$ cat config.mk
export PLATFORM = sky130hd
export DESIGN_NAME = usb_cmd_arb
export DESIGN_NICKNAME = d
export VERILOG_FILES = /design/src/rtl/usb_cmd_arb.sv
export SDC_FILE = /design/constraint.sdc
export NUM_CORES = 1
export LEC_CHECK = 0
export ABC_CLOCK_PERIOD_IN_PS = 3000
export CORE_MARGIN = 1.5
export CORE_UTILIZATION = 45
export DETAILED_ROUTE_END_ITERATION = 8
export DONT_BUFFER_PORTS = 1
export HOLD_SLACK_MARGIN = 0.08
export PLACE_DENSITY_LB_ADDON = 0.05
export SYNTH_ARGS = -nofsm -noshare
export SYNTH_HDL_FRONTEND = slang
export SYNTH_SLANG_ARGS = --single-unit
$ cat constraint.sdc
create_clock -name clk -period 3 [get_ports clk]
set_clock_uncertainty 0.15 [all_clocks]
set_input_delay 0.6 -clock clk [delete_from_list [all_inputs] [get_ports clk]]
set_output_delay 0.6 -clock clk [all_outputs]
set_load 0.02 [all_outputs]
$ cat src/rtl/usb_cmd_arb.sv
// usb_cmd_arb
//   Round-robin packet arbiter sharing the USB command FIFO write port among
//   NUM_REQ byte-stream requesters. Each granted packet is prefixed with a
//   header byte {4'hA, 1'b0, grant_id} so the host can demultiplex sources.
//
// Parameters
//   NUM_REQ  number of requesters (2..8)
//   TIMEOUT  idle cycles tolerated mid-packet before forced release
//            (only used when USB_ARB_TIMEOUT_EN is defined)
//
// Optional feature macro: USB_ARB_TIMEOUT_EN
//   Defined   : mid-packet idle counter; on expiry writes 8'hEE, pulses
//               timeout and releases the grant.
//   Undefined : no counter, timeout tied low, grant held until req_last.
//
// Ports
//   clk               system clock (FIFO write-side clock)
//   rst               asynchronous active-high reset
//   req_valid/data/last  per-requester byte stream, byte i at [8i+7:8i]
//   req_ready         per-requester accept (combinational)
//   fifo_almost_full  FIFO backpressure
//   fifo_wr_en/din    registered FIFO write port
//   grant_id          current or last granted requester
//   busy              high when not in IDLE
//   pkt_cnt           completed packet count (wraps)
//   timeout           one-cycle pulse on forced release
//
// state | meaning
// ------+--------------------------------------------------------------
// IDLE  | scanning req_valid from prio_ptr for the next requester
// HDR   | granted; waiting for FIFO room to write the header byte
// DATA  | streaming granted requester's bytes until req_last
module usb_cmd_arb #(
  parameter int NUM_REQ = 4,
  parameter int TIMEOUT = 255
) (
  input  logic                 clk,
  input  logic                 rst,
  input  logic [NUM_REQ-1:0]   req_valid,
  input  logic [8*NUM_REQ-1:0] req_data,
  input  logic [NUM_REQ-1:0]   req_last,
  output logic [NUM_REQ-1:0]   req_ready,
  input  logic                 fifo_almost_full,
  output logic                 fifo_wr_en,
  output logic [7:0]           fifo_din,
  output logic [2:0]           grant_id,
  output logic                 busy,
  output logic [15:0]          pkt_cnt,
  output logic                 timeout
);

  if (NUM_REQ < 2 || NUM_REQ > 8 || TIMEOUT < 1) begin : g_param_check
    $error("usb_cmd_arb: NUM_REQ must be 2..8 and TIMEOUT at least 1");
  end

  typedef enum logic [1:0] {
    S_IDLE = 2'd0,
    S_HDR  = 2'd1,
    S_DATA = 2'd2
  } state_t;

  state_t      r_state, w_state_nxt;
  logic [2:0]  r_prio_ptr, w_prio_nxt;
  logic [2:0]  r_grant_id, w_grant_nxt;
  logic        r_wr_en, w_wr_en_nxt;
  logic [7:0]  r_din, w_din_nxt;
  logic [15:0] r_pkt_cnt, w_pkt_nxt;

  logic        w_sel_valid;
  logic        w_sel_last;
  logic [7:0]  w_sel_data;
  logic        w_scan_found;
  logic [2:0]  w_scan_idx;
  logic [2:0]  w_grant_inc;
  logic        w_hs;

`ifdef USB_ARB_TIMEOUT_EN
  localparam int TO_W = $clog2(TIMEOUT + 1);
  logic [TO_W-1:0] r_to_cnt, w_to_nxt;
  logic            r_timeout, w_timeout_nxt;
`endif

  // Granted requester's stream.
  always_comb begin
    w_sel_valid = 1'b0;
    w_sel_last  = 1'b0;
    w_sel_data  = 8'h00;
    for (int i = 0; i < NUM_REQ; i++) begin
      if (r_grant_id == 3'(i)) begin
        w_sel_valid = req_valid[i];
        w_sel_last  = req_last[i];
        w_sel_data  = req_data[8*i +: 8];
      end
    end
  end

  // Rotating priority: indices below prio_ptr are considered first so that
  // the second pass (indices at or above prio_ptr) overrides them; each pass
  // runs downward so the lowest matching index wins within a pass.
  always_comb begin
    w_scan_found = 1'b0;
    w_scan_idx   = 3'd0;
    for (int i = NUM_REQ - 1; i >= 0; i--) begin
      if (req_valid[i] && (3'(i) < r_prio_ptr)) begin
        w_scan_found = 1'b1;
        w_scan_idx   = 3'(i);
      end
    end
    for (int i = NUM_REQ - 1; i >= 0; i--) begin
      if (req_valid[i] && (3'(i) >= r_prio_ptr)) begin
        w_scan_found = 1'b1;
        w_scan_idx   = 3'(i);
      end
    end
  end

  assign w_grant_inc = (r_grant_id == 3'(NUM_REQ - 1)) ? 3'd0 : r_grant_id + 3'd1;
  assign w_hs        = (r_state == S_DATA) && w_sel_valid && !fifo_almost_full;

  always_comb begin
    req_ready = '0;
    for (int i = 0; i < NUM_REQ; i++) begin
      req_ready[i] = w_hs && (r_grant_id == 3'(i));
    end
  end

  always_comb begin
    w_state_nxt = r_state;
    w_prio_nxt  = r_prio_ptr;
    w_grant_nxt = r_grant_id;
    w_wr_en_nxt = 1'b0;
    w_din_nxt   = r_din;
    w_pkt_nxt   = r_pkt_cnt;
`ifdef USB_ARB_TIMEOUT_EN
    w_to_nxt      = r_to_cnt;
    w_timeout_nxt = 1'b0;
`endif
    case (r_state)
      S_IDLE: begin
        if (w_scan_found) begin
          w_grant_nxt = w_scan_idx;
          w_state_nxt = S_HDR;
        end
      end
      S_HDR: begin
        if (!fifo_almost_full) begin
          w_wr_en_nxt = 1'b1;
          w_din_nxt   = {4'hA, 1'b0, r_grant_id};
          w_state_nxt = S_DATA;
`ifdef USB_ARB_TIMEOUT_EN
          w_to_nxt    = '0;
`endif
        end
      end
      S_DATA: begin
        if (w_hs) begin
          w_wr_en_nxt = 1'b1;
          w_din_nxt   = w_sel_data;
`ifdef USB_ARB_TIMEOUT_EN
          w_to_nxt    = '0;
`endif
          if (w_sel_last) begin
            w_state_nxt = S_IDLE;
            w_prio_nxt  = w_grant_inc;
            w_pkt_nxt   = r_pkt_cnt + 16'd1;
          end
        end
`ifdef USB_ARB_TIMEOUT_EN
        // Only requester silence counts; almost_full stalls freeze the count.
        else if (!w_sel_valid && !fifo_almost_full) begin
          if (r_to_cnt == TO_W'(TIMEOUT - 1)) begin
            w_wr_en_nxt   = 1'b1;
            w_din_nxt     = 8'hEE;
            w_timeout_nxt = 1'b1;
            w_state_nxt   = S_IDLE;
            w_prio_nxt    = w_grant_inc;
            w_to_nxt      = '0;
          end else begin
            w_to_nxt = r_to_cnt + TO_W'(1);
          end
        end
`endif
      end
      default: w_state_nxt = S_IDLE;
    endcase
  end

  always_ff @(posedge clk or posedge rst) begin
    if (rst) begin
      r_state    <= S_IDLE;
      r_prio_ptr <= 3'd0;
      r_grant_id <= 3'd0;
      r_wr_en    <= 1'b0;
      r_din      <= 8'h00;
      r_pkt_cnt  <= 16'd0;
`ifdef USB_ARB_TIMEOUT_EN
      r_to_cnt   <= '0;
      r_timeout  <= 1'b0;
`endif
    end else begin
      r_state    <= w_state_nxt;
      r_prio_ptr <= w_prio_nxt;
      r_grant_id <= w_grant_nxt;
      r_wr_en    <= w_wr_en_nxt;
      r_din      <= w_din_nxt;
      r_pkt_cnt  <= w_pkt_nxt;
`ifdef USB_ARB_TIMEOUT_EN
      r_to_cnt   <= w_to_nxt;
      r_timeout  <= w_timeout_nxt;
`endif
    end
  end

  assign fifo_wr_en = r_wr_en;
  assign fifo_din   = r_din;
  assign grant_id   = r_grant_id;
  assign busy       = (r_state != S_IDLE);
  assign pkt_cnt    = r_pkt_cnt;
`ifdef USB_ARB_TIMEOUT_EN
  assign timeout    = r_timeout;
`else
  assign timeout    = 1'b0;
`endif

endmodule

* Yosys cells after proc, flatten, opt, wreduce, memory -nomap -nowiden *
Index checks and enable logic that the tools add are counted.

storage, ports and cells
  register bits after elaboration = 33
  input bits = 43
  output and inout port bits = 34
  logic and storage cells = 88

cells by class
  add/sub/neg operators = 2
  $lt $le $gt $ge = 8
  equal/unequal tests = 9
  multiplexer cells = 40
  reductions and logical operators = 23

operators by type and width
  operator                 number
  $mux W8                  6
  $mux W3                  8
  $mux W1                  18
  $add A16 B1 Y16 const B  1
  $pmux W8 S2              1
  $logic_and A1 B1 Y1      14
  $mux W2                  5
  $ne A2 B2 Y1 const B     4
  $eq A3 B2 Y1 const B     2
  $ge A1 B3 Y1 const A     2
  $ge A2 B3 Y1 const A     2
  $lt A1 B3 Y1 const A     2
  $lt A2 B3 Y1 const A     2
  $pmux W2 S3              1
  $reduce_and A3 Y1        2
  $reduce_and A4 Y1        1
  $reduce_bool A2 Y1       2
  $add A3 B1 Y3 const B    1
  $eq A3 B1 Y1 const B     1
  $logic_not A3 Y1         1
  $eq A2 B1 Y1 const B     1
  $eq A2 B2 Y1 const B     1
  $logic_not A2 Y1         1
  $pmux W1 S2              1
  other kinds (2)          2

* Longest topological paths before layout *
  word-level depth = 12
  gate-level depth with buffers = 10

* Least setup slack after synthesis *
No wires, ideal clock.

  kind = reg2out
  start point = register r_grant_id[0] (netlist: grant_id[0])
  end point = output port req_ready[0]
  arrival time = 1.837 ns
  slack = 0.413 ns
  cell stages (with the launch flop) = 8
  path buffers = 1
  cells stage by stage = dfrtp_1 inv_1 ha_1 nor3b_1 nor4b_4 nand2b_1 buf_2 nor2_1

between the ends
  word-level cells in the longest chain between the ends = 8
  elaborated cells on any way between the ends = 11

ends and longest elaborated chain
  item                              RTL line  text
  from (decl)                       64        logic [2:0] r_grant_id, w_grant_nxt;
  from (signal assigned)            203       r_grant_id <= w_grant_nxt;
  $logic_not A3 Y1                  89, 123
  $mux W1 (4 in a row)              89        if (r_grant_id == 3'(i)) begin
  $logic_and A1 B1 Y1 (2 in a row)  118       assign w_hs = (r_state == S_DATA) && w_sel_valid && !fifo_almost_full;
  $logic_and A1 B1 Y1 *             123       req_ready[i] = w_hs && (r_grant_id == 3'(i));
  to (decl)                         42        output logic [NUM_REQ-1:0] req_ready,

Mark *: on every way between the ends. The rest lies on a longest branch, timed or not.

* Worst setup path after layout *
  start point = register r_grant_id[1] (netlist: grant_id[1])
  end point = output port req_ready[0]

Same word-level chain as after synthesis.

==> results_dict.tcl <==
set metrics [dict create \
    status "finished clean" \
    synthMostInstantiatedCell "dfrtp_1" \
    vias 1516 \
    dpl_cell_area_mm2 0.00199 \
    power_leakage_uw 0.000906 \
    post_drt_via_cell_ratio 6.04 \
    die_area_mm2 0.00468 \
    grt_pass1_wl_mm 6.63 \
    fin_crit_sh 0.946 \
    avgRoutedWirePerCell_um 17.1 \
    clkLatencyLatePin_ps 280 \
    critPathMaxFanout 12 \
    cts.path.max_buffers 2 \
    critPathCaptureType "output pin" \
    cts_root_buffer "clkbuf_8" \
    firstDrtPassIters 4 \
    fin_nets 253 \
    drc 0 \
    gp_congestion 0.777 \
    drive_above_1_share 0.0995 \
    synth.mux.area_fraction 0.0332 \
    grt_overflow 0 \
    die_width_um 68.4 \
    syn_to_final_growth_pct 8.91 \
    antenna_left 0 \
    cts_tree "yes" \
    crit_arrival_ps 2090 \
    cap_violations 0 \
    ys.flop_type "dfrtp_1" \
    antenna_found_initial 0 \
    synth_top_cell_by_area "dfrtp_1" \
    final-setup-viol-count 0 \
    fmax_mhz 352 \
    cts_made_buffers 5 \
    h-tree-depth 2 \
    detail_route.iter0.violations 39 \
    synth.distinct_cells 44 \
    yosysWarnings 0 \
    nFillCells 367 \
    yosysSeqAreaShare 0.403 \
    synthArstFlopShare 1.00 \
    synth_simple_gate_area_share 0.208 \
    hpwl_mm 3.32 \
    fin_util 0.516 \
    wl_met1_mm 1.83 \
    syn_inst 197 \
    critical_path_buf_inv_count 2 \
    numClockSinks 31 \
    multiInputGateArea_mm2 0.00104 \
    grt_usage 0.194 \
    crit_path_top_delay_cell "dfrtp_2" \
    power.total_uw 1910 \
    slew_viol_final 0 \
    grt_pass1_vias 1480 \
    die_y_um 68.4 \
    pin_count 77 \
    p_per_area_mw_per_mm2 911 \
    hold_buffers 0 \
    holdCritPathClass "primary input to asynchronous set/reset pin" \
    highest_layer "met4" \
    rsz0062_at_grt "no" \
    placement_rows 23 \
    syn_area_per_cell_um2 9.77 \
    synth_area_leaders "dfrtp_1 (40%), xnor2_1 (5.9%), ha_1 (5.9%), a221oi_1 (4.1%), nor2b_1 (3.6%)" \
    cp_cell_sequence "inv_1 -> ha_1 -> nor2b_1 -> a21oi_1 -> nand2b_1 -> nor2_1 -> buf_4" \
    synth_edf_count 0 \
    met3_length_um 371 \
    critical_path.top_delay_family "simple AND/OR/NAND/NOR gates" \
    synth_compound_area_frac 0.170 \
    criticalPathCategory "flop to output pin" \
    wl_mm 4.29 \
    whs_ps 141 \
    ys_top_cells_by_count "dfrtp_1 (31), nand2_1 (17), xnor2_1 (13), inv_1 (11), nor2b_1 (11)" \
    synth_area_mm2 0.00192 \
    core_area_mm2 0.00406 \
    grt_start_max_net_pins 32 \
    cp-start-kind "flop" \
    cp_data_required_time_ps 2250 \
    r2r-start "grant_id[1]" \
    synth_top_family_by_area "simple AND/OR/NAND/NOR gates" \
    postCtsSetupRepairBufs 0 \
    port_buffers 0 \
    seq_area_um2 778 \
    synth-xor-area-share 0.0683 \
    finalHoldViolations 0 \
    initial_utilization 0.474 \
    rr_endpoint "fifo_din[7]" \
    dr_wl_met2_mm 2.04 \
    rr_worst_depth 8 \
    r2r_slack_ps 450 \
    min_period_ps 2840 \
    diodes 0 \
    critPathMaxStageDelay_ps 470 \
    fin_area_mm2 0.00210 \
    cts.reportedPaths.clkPinSlew_ps 60 \
    yosys.area_share.adder 0.0585 \
    yosys_register_bits 31 \
    peakVddDrop_mv 0.414 \
    post_cts_resize_count 0 \
    netlist.area_leader.share 0.403 \
    finalSetupTns_ps 0 \
]
-- power by group --
| group | switching, uW | internal [uW] | leakage [uW] |
|---|---|---|---|
| Combinational | 433 | 357 | 0.000451 |
| Clock | 141 | 243 | 0.0000513 |
| Sequential | 208 | 526 | 0.000404 |
| Total | 782 | 1130 | 0.000906 |
-- routing by layer --
metal | vias to the layer above | GRT usage
li1 | 716 | -
met1 | 722 | 0.224
met2 | 72 | 0.338
met3 | 6 | 0.0691
met4 | 0 | 0.0500
met5 | - | 0
-- layout by cell type, fill, tap and decap left out, types with 2 or more instances in the layout --
| cell | Yosys | final |
|---|---|---|
| o21ai_0 | 4 | 4 |
| nor2_1 | 4 | 4 |
| nand3_1 | 2 | 2 |
| dfrtp_1 | 31 | 29 |
| mux2_1 | 3 | 3 |
| ha_1 | 9 | 9 |
| mux2i_1 | 3 | 3 |
| clkbuf_8 | 0 | 5 |
| buf_4 | 3 | 9 |
| xnor2_1 | 13 | 13 |
| conb_1 | 1 | 2 |
| a221oi_1 | 9 | 9 |
| inv_1 | 11 | 11 |
| dfrtp_2 | 0 | 2 |
| o311ai_0 | 4 | 4 |
| a21oi_1 | 8 | 8 |
| and4_1 | 3 | 3 |
| nand4_1 | 9 | 9 |
| xor2_1 | 2 | 2 |
| o2bb2ai_1 | 4 | 4 |
| nor3_1 | 5 | 5 |
| and2_1 | 2 | 2 |
| nand2b_1 | 5 | 5 |
| nor2b_1 | 11 | 11 |
| nand2_1 | 17 | 17 |
| and3_1 | 6 | 6 |
-- how the worst max path moves through the flow --
| stage | endpoint | depth (start not counted) | start | slack (ps) |
|---|---|---|---|---|
| after floorplan | req_ready[0] | 7 | grant_id[0] | 410 |
| after global placement | fifo_din[0] | 8 | grant_id[1] | 280 |
| after detailed placement | pkt_cnt[3] | 8 | grant_id[1] | 340 |
| after CTS | req_ready[0] | 7 | grant_id[1] | 40 |
| after global routing | req_ready[0] | 7 | grant_id[1] | 40 |
| final | req_ready[0] | 7 | grant_id[1] | 160 |
-- area by class of cell --
class / count / share of cell area
multi-input combinational: 143 / 0.498
sequential: 31 / 0.371
clock inverter: 1 / 0.0143
timing repair buffer: 9 / 0.0322
clock buffer: 6 / 0.0346
tap: 50 / 0.0299
inverter: 11 / 0.0197
-- logic make-up after synthesis --
family                     count (synthesis)
other                                      1
adders and majority gates                  9
DFF                                       31
AOI/OAI and AO/OA                         42
xor gates and xnor gates                  15
muxes                                      6
and+or+nand+nor                           69
buffers and inverters                     24
-- per-stage QoR --
step / worst slack [ps] / cells
final: 161 / 251
after global routing: 39.3 / 251
after CTS: 37.6 / 251
after detailed placement: 344 / 244
after global placement: 283 / 244
after floorplan: 413 / 198
-- sequential cells by signal, indices dropped and copies added, names as in the netlist --
name and cells:
grant_id 2, pkt_cnt 16, r_prio_ptr 2, r_state 2, fifo_wr_en 1, fifo_din 8
Power figures use the tool's default switching activity.
